<file path="src/rtl/time_editor.sv">
// time_editor: push-button front end for setting the clock time.
// Five raw buttons are synchronized and debounced into one-cycle press
// pulses; a two-state edit FSM walks hour/minute/second and issues a
// single-cycle load strobe carrying the edited time.
module time_editor #(
    parameter int unsigned DEBOUNCE_CYCLES = 16,
    parameter int unsigned TIMEOUT_CYCLES  = 1000
) (
    input  logic        clk,
    input  logic        rst,
    input  logic        up,
    input  logic        down,
    input  logic        left,
    input  logic        right,
    input  logic        middle,
    input  logic [10:0] cur_hour,
    input  logic [10:0] cur_minute,
    input  logic [10:0] cur_second,
    output logic [10:0] set_hour,
    output logic [10:0] set_minute,
    output logic [10:0] set_second,
    output logic        load,
    output logic        editing,
    output logic [1:0]  field
);

    localparam int unsigned CW = $clog2(DEBOUNCE_CYCLES + 1);
    localparam int unsigned TW = $clog2(TIMEOUT_CYCLES + 1);

    // Button bit positions within the packed vectors below.
    localparam int unsigned B_DOWN   = 0;
    localparam int unsigned B_UP     = 1;
    localparam int unsigned B_RIGHT  = 2;
    localparam int unsigned B_LEFT   = 3;
    localparam int unsigned B_MIDDLE = 4;

    localparam logic [1:0] F_NONE = 2'd0;
    localparam logic [1:0] F_SEC  = 2'd1;
    localparam logic [1:0] F_MIN  = 2'd2;
    localparam logic [1:0] F_HOUR = 2'd3;

    typedef enum logic {
        ST_IDLE,
        ST_EDIT
    } state_t;

    logic [4:0]         raw;
    logic [4:0]         sync1_q, sync1_d;
    logic [4:0]         sync2_q, sync2_d;
    logic [4:0]         stable_q, stable_d;
    logic [4:0]         stable_prev_q, stable_prev_d;
    logic [4:0]         pulse_q, pulse_d;
    logic [4:0][CW-1:0] db_cnt_q, db_cnt_d;

    state_t      state_q, state_d;
    logic [10:0] set_hour_q, set_hour_d;
    logic [10:0] set_minute_q, set_minute_d;
    logic [10:0] set_second_q, set_second_d;
    logic        load_q, load_d;
    logic        editing_q, editing_d;
    logic [1:0]  field_q, field_d;
    logic [TW-1:0] tmo_q, tmo_d;

    assign raw = {middle, left, right, up, down};

    assign set_hour   = set_hour_q;
    assign set_minute = set_minute_q;
    assign set_second = set_second_q;
    assign load       = load_q;
    assign editing    = editing_q;
    assign field      = field_q;

    function automatic logic [10:0] wrap_inc(input logic [10:0] v, input logic [10:0] max);
        return (v >= max) ? 11'd0 : v + 11'd1;
    endfunction

    function automatic logic [10:0] wrap_dec(input logic [10:0] v, input logic [10:0] max);
        return (v == 11'd0) ? max : v - 11'd1;
    endfunction

    // Synchronizer, debounce counters and rising-edge press detection.
    always_comb begin
        sync1_d       = raw;
        sync2_d       = sync1_q;
        stable_d      = stable_q;
        db_cnt_d      = '0;
        stable_prev_d = stable_q;
        pulse_d       = stable_q & ~stable_prev_q;
        for (int unsigned i = 0; i < 5; i++) begin
            if (sync2_q[i] != stable_q[i]) begin
                if (db_cnt_q[i] == CW'(DEBOUNCE_CYCLES - 1)) begin
                    stable_d[i] = sync2_q[i];
                end else begin
                    db_cnt_d[i] = db_cnt_q[i] + 1'b1;
                end
            end
        end
    end

    // Button path registers.
    always_ff @(posedge clk) begin
        if (rst) begin
            sync1_q       <= '0;
            sync2_q       <= '0;
            stable_q      <= '0;
            stable_prev_q <= '0;
            pulse_q       <= '0;
            db_cnt_q      <= '0;
        end else begin
            sync1_q       <= sync1_d;
            sync2_q       <= sync2_d;
            stable_q      <= stable_d;
            stable_prev_q <= stable_prev_d;
            pulse_q       <= pulse_d;
            db_cnt_q      <= db_cnt_d;
        end
    end

    // Edit FSM state register and datapath registers.
    always_ff @(posedge clk) begin
        if (rst) begin
            state_q      <= ST_IDLE;
            set_hour_q   <= '0;
            set_minute_q <= '0;
            set_second_q <= '0;
            load_q       <= 1'b0;
            editing_q    <= 1'b0;
            field_q      <= F_NONE;
            tmo_q        <= '0;
        end else begin
            state_q      <= state_d;
            set_hour_q   <= set_hour_d;
            set_minute_q <= set_minute_d;
            set_second_q <= set_second_d;
            load_q       <= load_d;
            editing_q    <= editing_d;
            field_q      <= field_d;
            tmo_q        <= tmo_d;
        end
    end

    // Edit FSM next state: one prioritized action per cycle, idle timeout.
    always_comb begin
        state_d      = state_q;
        set_hour_d   = set_hour_q;
        set_minute_d = set_minute_q;
        set_second_d = set_second_q;
        load_d       = 1'b0;
        editing_d    = editing_q;
        field_d      = field_q;
        tmo_d        = tmo_q;

        case (state_q)
            ST_IDLE: begin
                tmo_d = '0;
                if (pulse_q[B_MIDDLE]) begin
                    set_hour_d   = (cur_hour   > 11'd23) ? 11'd0 : cur_hour;
                    set_minute_d = (cur_minute > 11'd59) ? 11'd0 : cur_minute;
                    set_second_d = (cur_second > 11'd59) ? 11'd0 : cur_second;
                    field_d      = F_HOUR;
                    editing_d    = 1'b1;
                    state_d      = ST_EDIT;
                end
            end

            ST_EDIT: begin
                if (pulse_q != '0) begin
                    tmo_d = '0;
                    if (pulse_q[B_MIDDLE]) begin
                        load_d    = 1'b1;
                        field_d   = F_NONE;
                        editing_d = 1'b0;
                        state_d   = ST_IDLE;
                    end else if (pulse_q[B_LEFT]) begin
                        field_d = (field_q == F_HOUR) ? F_SEC : field_q + 2'd1;
                    end else if (pulse_q[B_RIGHT]) begin
                        field_d = (field_q == F_SEC) ? F_HOUR : field_q - 2'd1;
                    end else if (pulse_q[B_UP]) begin
                        case (field_q)
                            F_SEC:   set_second_d = wrap_inc(set_second_q, 11'd59);
                            F_MIN:   set_minute_d = wrap_inc(set_minute_q, 11'd59);
                            F_HOUR:  set_hour_d   = wrap_inc(set_hour_q, 11'd23);
                            default: ;
                        endcase
                    end else begin
                        case (field_q)
                            F_SEC:   set_second_d = wrap_dec(set_second_q, 11'd59);
                            F_MIN:   set_minute_d = wrap_dec(set_minute_q, 11'd59);
                            F_HOUR:  set_hour_d   = wrap_dec(set_hour_q, 11'd23);
                            default: ;
                        endcase
                    end
                end else if (tmo_q == TW'(TIMEOUT_CYCLES - 1)) begin
                    tmo_d     = '0;
                    field_d   = F_NONE;
                    editing_d = 1'b0;
                    state_d   = ST_IDLE;
                end else begin
                    tmo_d = tmo_q + 1'b1;
                end
            end

            default: state_d = ST_IDLE;
        endcase
    end

endmodule

</file>
<file path="config.mk">
export PLATFORM = sky130hd
export DESIGN_NAME = time_editor
export DESIGN_NICKNAME = d
export VERILOG_FILES = /design/src/rtl/time_editor.sv
export SDC_FILE = /design/constraint.sdc
export NUM_CORES = 1
export LEC_CHECK = 0
export CAP_MARGIN = 30
export CORE_UTILIZATION = 35
export CTS_BUF_LIST = sky130_fd_sc_hd__clkbuf_8 sky130_fd_sc_hd__clkbuf_16
export DETAILED_ROUTE_END_ITERATION = 8
export SLEW_MARGIN = 20
export SYNTH_ARGS = -nofsm -noshare
export SYNTH_HDL_FRONTEND = slang
export SYNTH_SLANG_ARGS = --single-unit
</file>
<file path="constraint.sdc">
create_clock -name clk -period 1.9 [get_ports clk]
set_input_delay 0.38 -clock clk [delete_from_list [all_inputs] [get_ports clk]]
set_output_delay 0.38 -clock clk [all_outputs]
set_load 0.01 [all_outputs]
</file>
==> impl_metrics.py, run 1 <==
metrics = {
    "worst_hold_path": {
        "worstHoldPathCells": 1,
        "hp-class": "flop to flop",
    },
    "place": {
        "dp_hpwl_um": 10300,
        "io_buffers": 76,
        "place_congestion": 0.894,
    },
    "routing": {
        "dr.first_iter.drc_count": 327,
        "drt-total-wl_um": 13600,
        "postRouteAntennaNets": 0,
        "drc": 0,
        "wl_per_cell_um": 14.8,
        "vias": 4909,
        "first_pass_iters": 5,
        "viasPerCell": 5.34,
    },
    "power": {
        "p_switching_w": 0.000877,
        "p_seq_frac": 0.528,
        "leakage_nw": 2.75,
        "pwr_density_cell_nw_per_um2": 566,
        "max-vdd-ir-drop_mv": 0.395,
        "p_sw_frac": 0.223,
        "p_int_w": 0.00305,
        "pwr-share-comb": 0.046,
        "clkPwrFrac": 0.426,
        "p_total_w": 0.00393,
    },
    "clock_tree": {
        "cts_tree": "built",
        "clock_path_buffers": 2,
        "root_buffer": "clkbuf_16",
        "cts_hold_buf": 0,
        "cts_inserted_buffers": 9,
        "clk_pin_slew_ps": 70,
        "htreeDepth": 3,
        "cts_num_sinks": 98,
        "clk_latency_ps": 350,
    },
    "yosys": {
        "yosys_warnings": 0,
        "ys_ff_latch": 98,
        "syn_inst": 591,
        "yosysTopAreaCell": "dfxtp_1",
        "synth_common_cells": "dfxtp_1 (98), nor2_1 (69), nand2_1 (34), nand3_1 (34), inv_1 (30)",
        "synth.avg_cell_area_um2": 8.52,
        "async_flop_share": 0,
        "synth_top_area_frac": 0.389,
        "synth.area.top_cells": "dfxtp_1 (39%), ha_1 (5.7%), nor2_1 (5.1%), nand3_1 (3.4%), nor2b_1 (2.6%)",
        "synth.most_common_cell": "dfxtp_1",
        "yosysSeqAreaShare": 0.389,
        "ys.flop_type": "dfxtp_1",
        "synth_edf_count": 0,
        "ys_types": 67,
        "syn_area_um2": 5040,
        "syn-num-nets": 654,
    },
    "floorplan": {
        "core_um2": 13900,
        "num_io_pins": 77,
        "dieArea_um2": 14900,
        "rows": 43,
        "start_util": 0.361,
        "die_w_um": 122,
        "die_h_um": 122,
    },
    "timing": {
        "max_freq_mhz": 510,
        "rsz0062_at_grt": "yes",
        "period_minus_slack_ps": 1960,
        "fin_ws_ps": -58.9,
        "worstMarginPinSlew_ps": 584,
        "fin_skew_ps": 6.95,
        "max_slew_margin": 0.609,
        "finalMaxSlewViolations": 0,
        "timing.final.crit_share": 1.03,
        "setup-violations-final": 8,
        "finalHoldViolations": 0,
        "setup_tns_ps": -217,
    },
    "cells_and_area": {
        "layout-drive-gt1-share": 0.194,
        "insertedDiodeCount": 0,
        "area_growth_pct": 37.7,
        "final_nets": 798,
        "num-fill-cells": 1359,
    },
    "global_routing": {
        "grt_max_degree": 35,
        "first_global_vias": 4829,
        "antenna_found_initial": 0,
        "grt_pass1_wl_um": 22700,
        "grt.overflow.total": 0,
        "track_usage": 0.193,
    },
    "run": {
        "drv_cap": 0,
    },
    "critical_path": {
        "crit_type": "flop to flop",
        "start_kind": "flop",
        "arrival_ps": 2250,
        "r2r-end": "set_second[0]",
        "cp-end-kind": "flop",
        "rrSetupSlack_ps": -60,
        "rr_worst_depth": 5,
        "rr_startpoint": "set_second[7]",
        "startpoint": "set_second[7]",
        "crit_end": "set_second[0]",
        "worstPathMaxFanout": 4,
        "crit_required_ps": 2190,
    },
    "status": {
        "violations": "negative setup slack",
        "outcome": "finished with violations",
    },
}
## registers in the layout (all words and copies together) (netlist names), 2 cells and up
register,flops
sync1_q,5
tmo_q,10
sync2_q,5
pulse_q,5
set_hour,11
field,2
db_cnt_q,25
set_minute,11
stable_prev_d,5
set_second,11
stable_prev_q,5
## power groups by stage
stage,Combinational [W],Clock (W),Sequential (W)
after floorplan,0.0000545,0,0.00212
after global placement,0.000178,0,0.00212
after detailed placement,0.000180,0,0.00212
after CTS,0.000181,0.00173,0.00207
after global routing,0.000198,0.00180,0.00207
final,0.000181,0.00167,0.00207
## what timing repair did
action	CTS	global route
setup buffers	1	4
pin swaps	2	15
resized for setup	6	30
endpoints found under the setup margin	17	35
## layout by cell type, fill, tap and decap left out, drive strengths merged, types with 3 or more instances in the layout
master / count
a22o: 3
buf: 84
xor2: 14
o31ai: 3
a21o: 3
nor4: 9
a31oi: 16
o21ai: 21
nor3: 11
or4: 5
o41ai: 3
nand2b: 5
nor2b: 21
nand3: 34
or3: 9
a21oi: 24
clkdlybuf4s50: 75
a41oi: 3
a22oi: 4
o211ai: 7
a221oi: 6
or2: 4
and2: 4
clkinv: 4
dfxtp: 98
ha: 23
mux2i: 9
and3: 16
a211oi: 10
nand2: 34
a32o: 3
inv: 33
nor2: 69
xnor2: 15
a211o: 5
nand4: 8
clkbuf: 9
nor3b: 3
o32ai: 3
a41o: 3
## per-stage QoR
step	hold slack (ps)	setup WS, ps	instance area (um^2)	util	std cells
6_report	383	-58.9	6930	0.498	919
5_1_grt	404	-97.6	6930	0.498	919
4_1_cts	386	-56.7	6800	0.488	915
3_5_place_dp	376	-281	6510	0.467	899
3_3_place_gp	373	-252	6510	0.467	899
2_1_floorplan	367	-73.1	5070	-	591
## worst max-delay path: stages, from the launching register on
cell and delay [ps]:
dfxtp_2 320, or4_4 570, or4_4 530, nand2b_4 160
a21oi_2 140, o221a_1 190
## cell families after synthesis
family                     share of synthesized area
and+or+nand+nor                                0.252
AOI/OAI and AO/OA                              0.189
DFF                                            0.389
buffers and inverters                         0.0435
xor gates and xnor gates                      0.0504
adders and majority gates                     0.0571
muxes                                         0.0179
## how the worst min path moves through the flow
stage,start,endpoint,slack (ps)
after floorplan,stable_prev_q[0],pulse_q[0],370
after global placement,stable_prev_q[2],pulse_q[2],370
after detailed placement,stable_prev_q[4],pulse_q[4],380
after CTS,stable_prev_q[4],pulse_q[4],390
after global routing,stable_prev_q[4],pulse_q[4],400
final,stable_prev_q[3],pulse_q[3],380
## per-layer routing
layer | vias to the layer above | track usage | wire (um)
met1 | 2310 | 0.244 | 6220
met5 | - | 0 | 0
met2 | 129 | 0.323 | 6470
met3 | 19 | 0.0314 | 658
met4 | 0 | 0.0826 | 272
li1 | 2451 | - | -
## cell type report
type | count | area (um^2) | share of cell area
inverter | 31 | 116 | 0.0168
multi-input combinational | 436 | 2970 | 0.429
clock buffer | 9 | 225 | 0.0325
timing repair buffer | 159 | 1380 | 0.199
clock inverter | 6 | 35.0 | 0.00505
tap | 180 | 225 | 0.0325
sequential | 98 | 1980 | 0.285
Note: power is estimated with default switching activity, not from simulation.
==> run 2: changes to the inputs <==
Clock period 1.9 ns to 1.66 ns, I/O delays scaled along.
==> run 2 against run 1 <==
- the flow still finishes with violations (negative setup slack)
- sequential cell count did not move
- combinational power up 29%
- sequential power rose by 14%
- register-to-register slack got worse by 230 ps
- non-clock buffer count grew 77
- via count increased by 7.4%
- maximum frequency rose by 0.69%
- clock power increased by 17%
- largest cell class unchanged
- highest routed layer is now met5
==> impl_metrics.py, run 2 (synthesized netlist as in run 1, its figures left out) <==
metrics = {
    "clock_tree": {
        "root_buffer": "clkbuf_16",
        "clk_latency_ps": 350,
        "cts_num_sinks": 98,
        "clock_path_buffers": 2,
        "htreeDepth": 3,
        "clk_pin_slew_ps": 70,
        "cts_inserted_buffers": 9,
        "cts_tree": "built",
    },
    "global_routing": {
        "grt.overflow.total": 0,
        "antenna_found_initial": 1,
        "grt_pass1_wl_um": 24400,
        "grt_max_degree": 36,
        "first_global_vias": 5163,
        "track_usage": 0.205,
    },
    "power": {
        "pwr_density_cell_nw_per_um2": 564,
        "max-vdd-ir-drop_mv": 0.586,
        "p_total_w": 0.00454,
        "leakage_nw": 3.47,
    },
    "timing": {
        "worstMarginPinSlew_ps": 390,
        "fin_skew_ps": 10.8,
        "setup-violations-final": 20,
        "period_minus_slack_ps": 1950,
        "max_slew_margin": 0.737,
        "rsz0062_at_grt": "yes",
        "timing.final.crit_share": 1.17,
        "finalMaxSlewViolations": 0,
        "fin_ws_ps": -286,
        "finalHoldViolations": 0,
        "max_freq_mhz": 514,
    },
    "critical_path": {
        "arrival_ps": 2230,
        "path_buf_inv": 0,
        "crit_required_ps": 1940,
        "critPathTopFamily": "simple AND/OR/NAND/NOR gates",
        "crit_type": "flop to flop",
        "cpMaxStageDelayCell": "or4_4",
        "cp_cell_sequence": "or4_4 > or4_4 > nand2b_4 > a21oi_2 > o221a_1",
        "max_stage_delay_ps": 570,
        "start_kind": "flop",
        "rrSetupSlack_ps": -290,
        "cp-end-kind": "flop",
        "cpMostUsedCell": "or4_4",
        "worstPathMaxFanout": 4,
    },
    "cells_and_area": {
        "insertedDiodeCount": 0,
        "stdcell_count": 996,
        "final_nets": 875,
        "layout-drive-gt1-share": 0.357,
        "area_growth_pct": 59.8,
        "largest_reg_flops": 25,
        "mostFrequentLayoutCells": "buf_4 (143), dfxtp_1 (74), nor2_1 (64), clkdlybuf4s50_1 (39), nand2_1 (33)",
        "regMostFlops": "db_cnt_q",
        "final_common_cell": "buf_4",
    },
    "routing": {
        "postRouteAntennaNets": 0,
        "first_pass_iters": 5,
        "drc": 0,
        "viasPerCell": 5.29,
        "wl_per_cell_um": 15.1,
        "drt-total-wl_um": 15100,
        "dr.first_iter.drc_count": 317,
        "vias": 5270,
    },
    "floorplan": {
        "core_um2": 13900,
        "rows": 43,
        "num_io_pins": 77,
        "die_w_um": 122,
        "die_h_um": 122,
        "dieArea_um2": 14900,
        "start_util": 0.361,
    },
    "status": {
        "outcome": "finished with violations",
        "violations": "negative setup slack",
    },
    "place": {
        "place_congestion": 0.859,
        "dp_hpwl_um": 10600,
        "place_ws_ps": -508,
        "io_buffers": 76,
        "place_inst": 956,
    },
    "worst_hold_path": {
        "hp-class": "flop to flop",
    },
    "run": {
        "drv_cap": 0,
    },
}
run 2: changes by cell type in the layout (fill, tap and decap cells not counted), moves of 9 or more:
cell | previous run | this run
dlygate4sd2_1 | 0 | 30
buf_4 | 82 | 143
dfxtp_1 | 86 | 74
buf_6 | 1 | 14
dfxtp_4 | 0 | 10
o21ai_0 | 19 | 10
clkdlybuf4s50_1 | 75 | 39
run 2: path summary, 6_finish.rpt:
check                       end        startpoint  cells after the start
hold reg to reg      pulse_q[0]  stable_prev_q[0]                      1
setup / recovery  set_second[0]     set_second[3]                      5
hold / removal       pulse_q[0]  stable_prev_q[0]                      1
setup reg to reg  set_second[0]     set_second[3]                      5
run 2: cell type report:
| class | instances | area [um^2] |
|---|---|---|
| clock buffers | 10 | 239 |
| fillers | 1194 | 5890 |
| well taps | 180 | 225 |
| repair buffers | 236 | 2000 |
| multi-input cells | 436 | 3410 |
| clock inverters | 5 | 30.0 |
| inverters | 31 | 126 |
| flip-flops and latches | 98 | 2020 |
run 2: report_power, final:
part / switching (W) / leakage, nW / internal [W]
sequential: 0.00000737 / 0.807 / 0.00235
clock: 0.000907 / 0.138 / 0.00104
combinational: 0.0000920 / 2.53 / 0.000141
total: 0.00101 / 3.47 / 0.00353
run 2: metrics by stage:
stage / setup TNS (ps) / utilization / hold slack, ps / instance area (um^2)
2_1_floorplan: -1870 / - / 367 / 5160
3_3_place_gp: -8030 / 0.504 / 376 / 7030
3_5_place_dp: -8130 / 0.504 / 378 / 7030
4_1_cts: -2590 / 0.550 / 380 / 7660
5_1_grt: -4600 / 0.578 / 387 / 8050
6_report: -2500 / 0.578 / 372 / 8050
run 2: per-layer routing:
layer,part of all wire,up-vias,global-route usage
met5,0.00086,-,0
met2,0.51,129,0.353
li1,-,2593,-
met3,0.040,26,0.0300
met4,0.023,2,0.0872
met1,0.43,2520,0.252
run 2: timing repair:
action | 4_1_cts | 5_1_grt
endpoints found under the setup margin | 75 | 49
resized for setup | 117 | 72
pin swaps | 41 | 36
setup buffers | 12 | 13
cloned | 1 | 0
hold buffers | 0 | 0
==> run 3: changes to the inputs <==
Settings changed: GPL_TIMING_DRIVEN set to 0.
==> run 3 against run 2 <==
- the flow still finishes with violations (negative setup slack)
- register-to-register slack got worse by 99 ps
- worst setup slack got worse by 99 ps
- total power increased by 3.9%
- via count decreased by 2.4%
- clock-buffer cell count decreased by 1
- sequential cell count unchanged
- die area unchanged
- combinational power decreased by 8%
- sequential power about the same
- core utilization decreased by 3.0 points
- largest cell class unchanged
- global-route usage decreased by 0.62 points
- hold slack improved by 11 ps
==> impl_metrics.py, run 3 (synthesized netlist as in run 1, its figures left out) <==
metrics = {
    "cells_and_area": {
        "insertedDiodeCount": 0,
        "largest_reg_flops": 25,
        "area_growth_pct": 51.5,
        "mostFrequentLayoutCells": "nor2_1 (67), buf_4 (65), dfxtp_1 (64), clkdlybuf4s50_1 (52), nand2_1 (34)",
        "regMostFlops": "db_cnt_q",
        "final_nets": 812,
        "layout-drive-gt1-share": 0.305,
        "num-fill-cells": 1239,
        "final_common_cell": "nor2_1",
        "design_area_um2": 7630,
    },
    "timing": {
        "fin_skew_ps": 7.79,
        "max_slew_margin": 0.607,
        "worstMarginPinSlew_ps": 590,
        "setup-violations-final": 25,
        "period_minus_slack_ps": 2040,
        "rsz0062_at_grt": "yes",
        "finalHoldViolations": 0,
        "timing.final.crit_share": 1.23,
        "max_freq_mhz": 489,
        "finalMaxSlewViolations": 0,
        "fin_ws_ps": -385,
    },
    "status": {
        "violations": "negative setup slack",
        "outcome": "finished with violations",
    },
    "floorplan": {
        "rows": 43,
        "dieArea_um2": 14900,
        "core_um2": 13900,
        "die_h_um": 122,
        "num_io_pins": 77,
        "start_util": 0.361,
        "die_w_um": 122,
    },
    "place": {
        "dp_hpwl_um": 9740,
        "place_congestion": 0.881,
        "io_buffers": 76,
        "place_ws_ps": -1160,
        "placed_cell_area_um2": 6140,
    },
    "global_routing": {
        "grt.overflow.total": 0,
        "grt_max_degree": 18,
        "antenna_found_initial": 0,
        "first_global_vias": 4812,
        "track_usage": 0.198,
        "grt_pass1_wl_um": 23300,
    },
    "routing": {
        "dr.first_iter.drc_count": 321,
        "viasPerCell": 5.51,
        "vias": 5145,
        "first_pass_iters": 5,
        "drt-total-wl_um": 14900,
        "drc": 0,
        "postRouteAntennaNets": 0,
        "wl_per_cell_um": 15.9,
    },
    "critical_path": {
        "cp_cell_sequence": "or4_4 > or4_4 > and3_4 > a211oi_2 > o41ai_1",
        "arrival_ps": 2270,
        "cp-end-kind": "flop",
        "crit_type": "flop to flop",
        "start_kind": "flop",
        "max_stage_delay_ps": 580,
        "rr_worst_depth": 5,
        "cpMaxStageDelayCell": "or4_4",
        "rrSetupSlack_ps": -380,
        "cpMostUsedCell": "or4_4",
        "worstPathMaxFanout": 4,
        "r2r-end": "set_second[2]",
        "crit_required_ps": 1890,
        "rr_startpoint": "set_second[7]",
    },
    "power": {
        "p_sw_frac": 0.227,
        "clkPwrFrac": 0.456,
        "pwr-share-comb": 0.045,
        "p_total_w": 0.00472,
        "p_switching_w": 0.00107,
        "p_int_w": 0.00364,
        "p_seq_frac": 0.498,
        "pwr_density_cell_nw_per_um2": 618,
        "max-vdd-ir-drop_mv": 0.465,
        "leakage_nw": 3.19,
    },
    "clock_tree": {
        "clk_latency_ps": 350,
        "clk_pin_slew_ps": 80,
        "root_buffer": "clkbuf_16",
        "clock_path_buffers": 2,
        "cts_num_sinks": 98,
        "htreeDepth": 3,
        "cts_inserted_buffers": 9,
        "cts_tree": "built",
    },
    "run": {
        "drv_cap": 0,
    },
    "worst_hold_path": {
        "whs_endpoint": "pulse_q[2]",
        "hold_start": "stable_prev_q[2]",
        "hp-class": "flop to flop",
        "worstHoldPathCells": 1,
    },
}
run 3: power groups by stage:
stage	combinational, W	clock, W	sequential, W
final	0.000214	0.00215	0.00235
after global routing	0.000231	0.00230	0.00235
after CTS	0.000207	0.00220	0.00235
after detailed placement	0.000193	0	0.00242
after global placement	0.000190	0	0.00242
after floorplan	0.0000632	0	0.00242
run 3: cell type report:
type | instances | area (um^2) | area share
inverter | 31 | 125 | 0.0164
multi-input combinational | 436 | 3390 | 0.445
sequential | 98 | 2040 | 0.267
clock inverter | 7 | 73.8 | 0.00967
timing repair buffer | 150 | 1360 | 0.178
tap | 180 | 225 | 0.0295
buffer | 23 | 186 | 0.0244
clock buffer | 9 | 225 | 0.0295
run 3: how the worst max path moves through the flow:
stage / start / end
after detailed placement: rst / set_second[6]
after global placement: rst / set_second[6]
after global routing: set_second[7] / set_second[5]
after CTS: set_second[7] / set_second[2]
after floorplan: set_second[9] / set_second[2]
final: set_second[7] / set_second[2]
run 3: worst max-delay path, delay by kind of cell (launching register included):
family / cells / cell delay (ps)
AO/OA/AOI/OAI: 2 / 270
AND/OR/NAND/NOR: 3 / 1310
flip-flops: 1 / 350
run 3: metrics by stage:
step | hold WS [ps] | setup TNS [ps] | cells | util
after global routing | 397 | -6600 | 934 | 0.548
after detailed placement | 373 | -59910 | 847 | 0.441
final | 384 | -4760 | 934 | 0.548
after global placement | 375 | -59200 | 847 | 0.441
after CTS | 385 | -3690 | 906 | 0.513
after floorplan | 367 | -1870 | 591 | -
run 3: metal layers:
layer  global-route usage  vias up  routed length [um]
met3               0.0318       31                 793
li1                     -     2478                   -
met1                0.253     2460                6560
met2                0.328      176                7150
met5                    0        -                   0
met4               0.0887        0                 380
run 3: timing repair:
item,4_1_cts,5_1_grt
buffers inserted,45,29
setup endpoints to repair,91,64
cloned,0,1
pin swaps,35,46
resized for setup,122,88
hold buffers,0,0
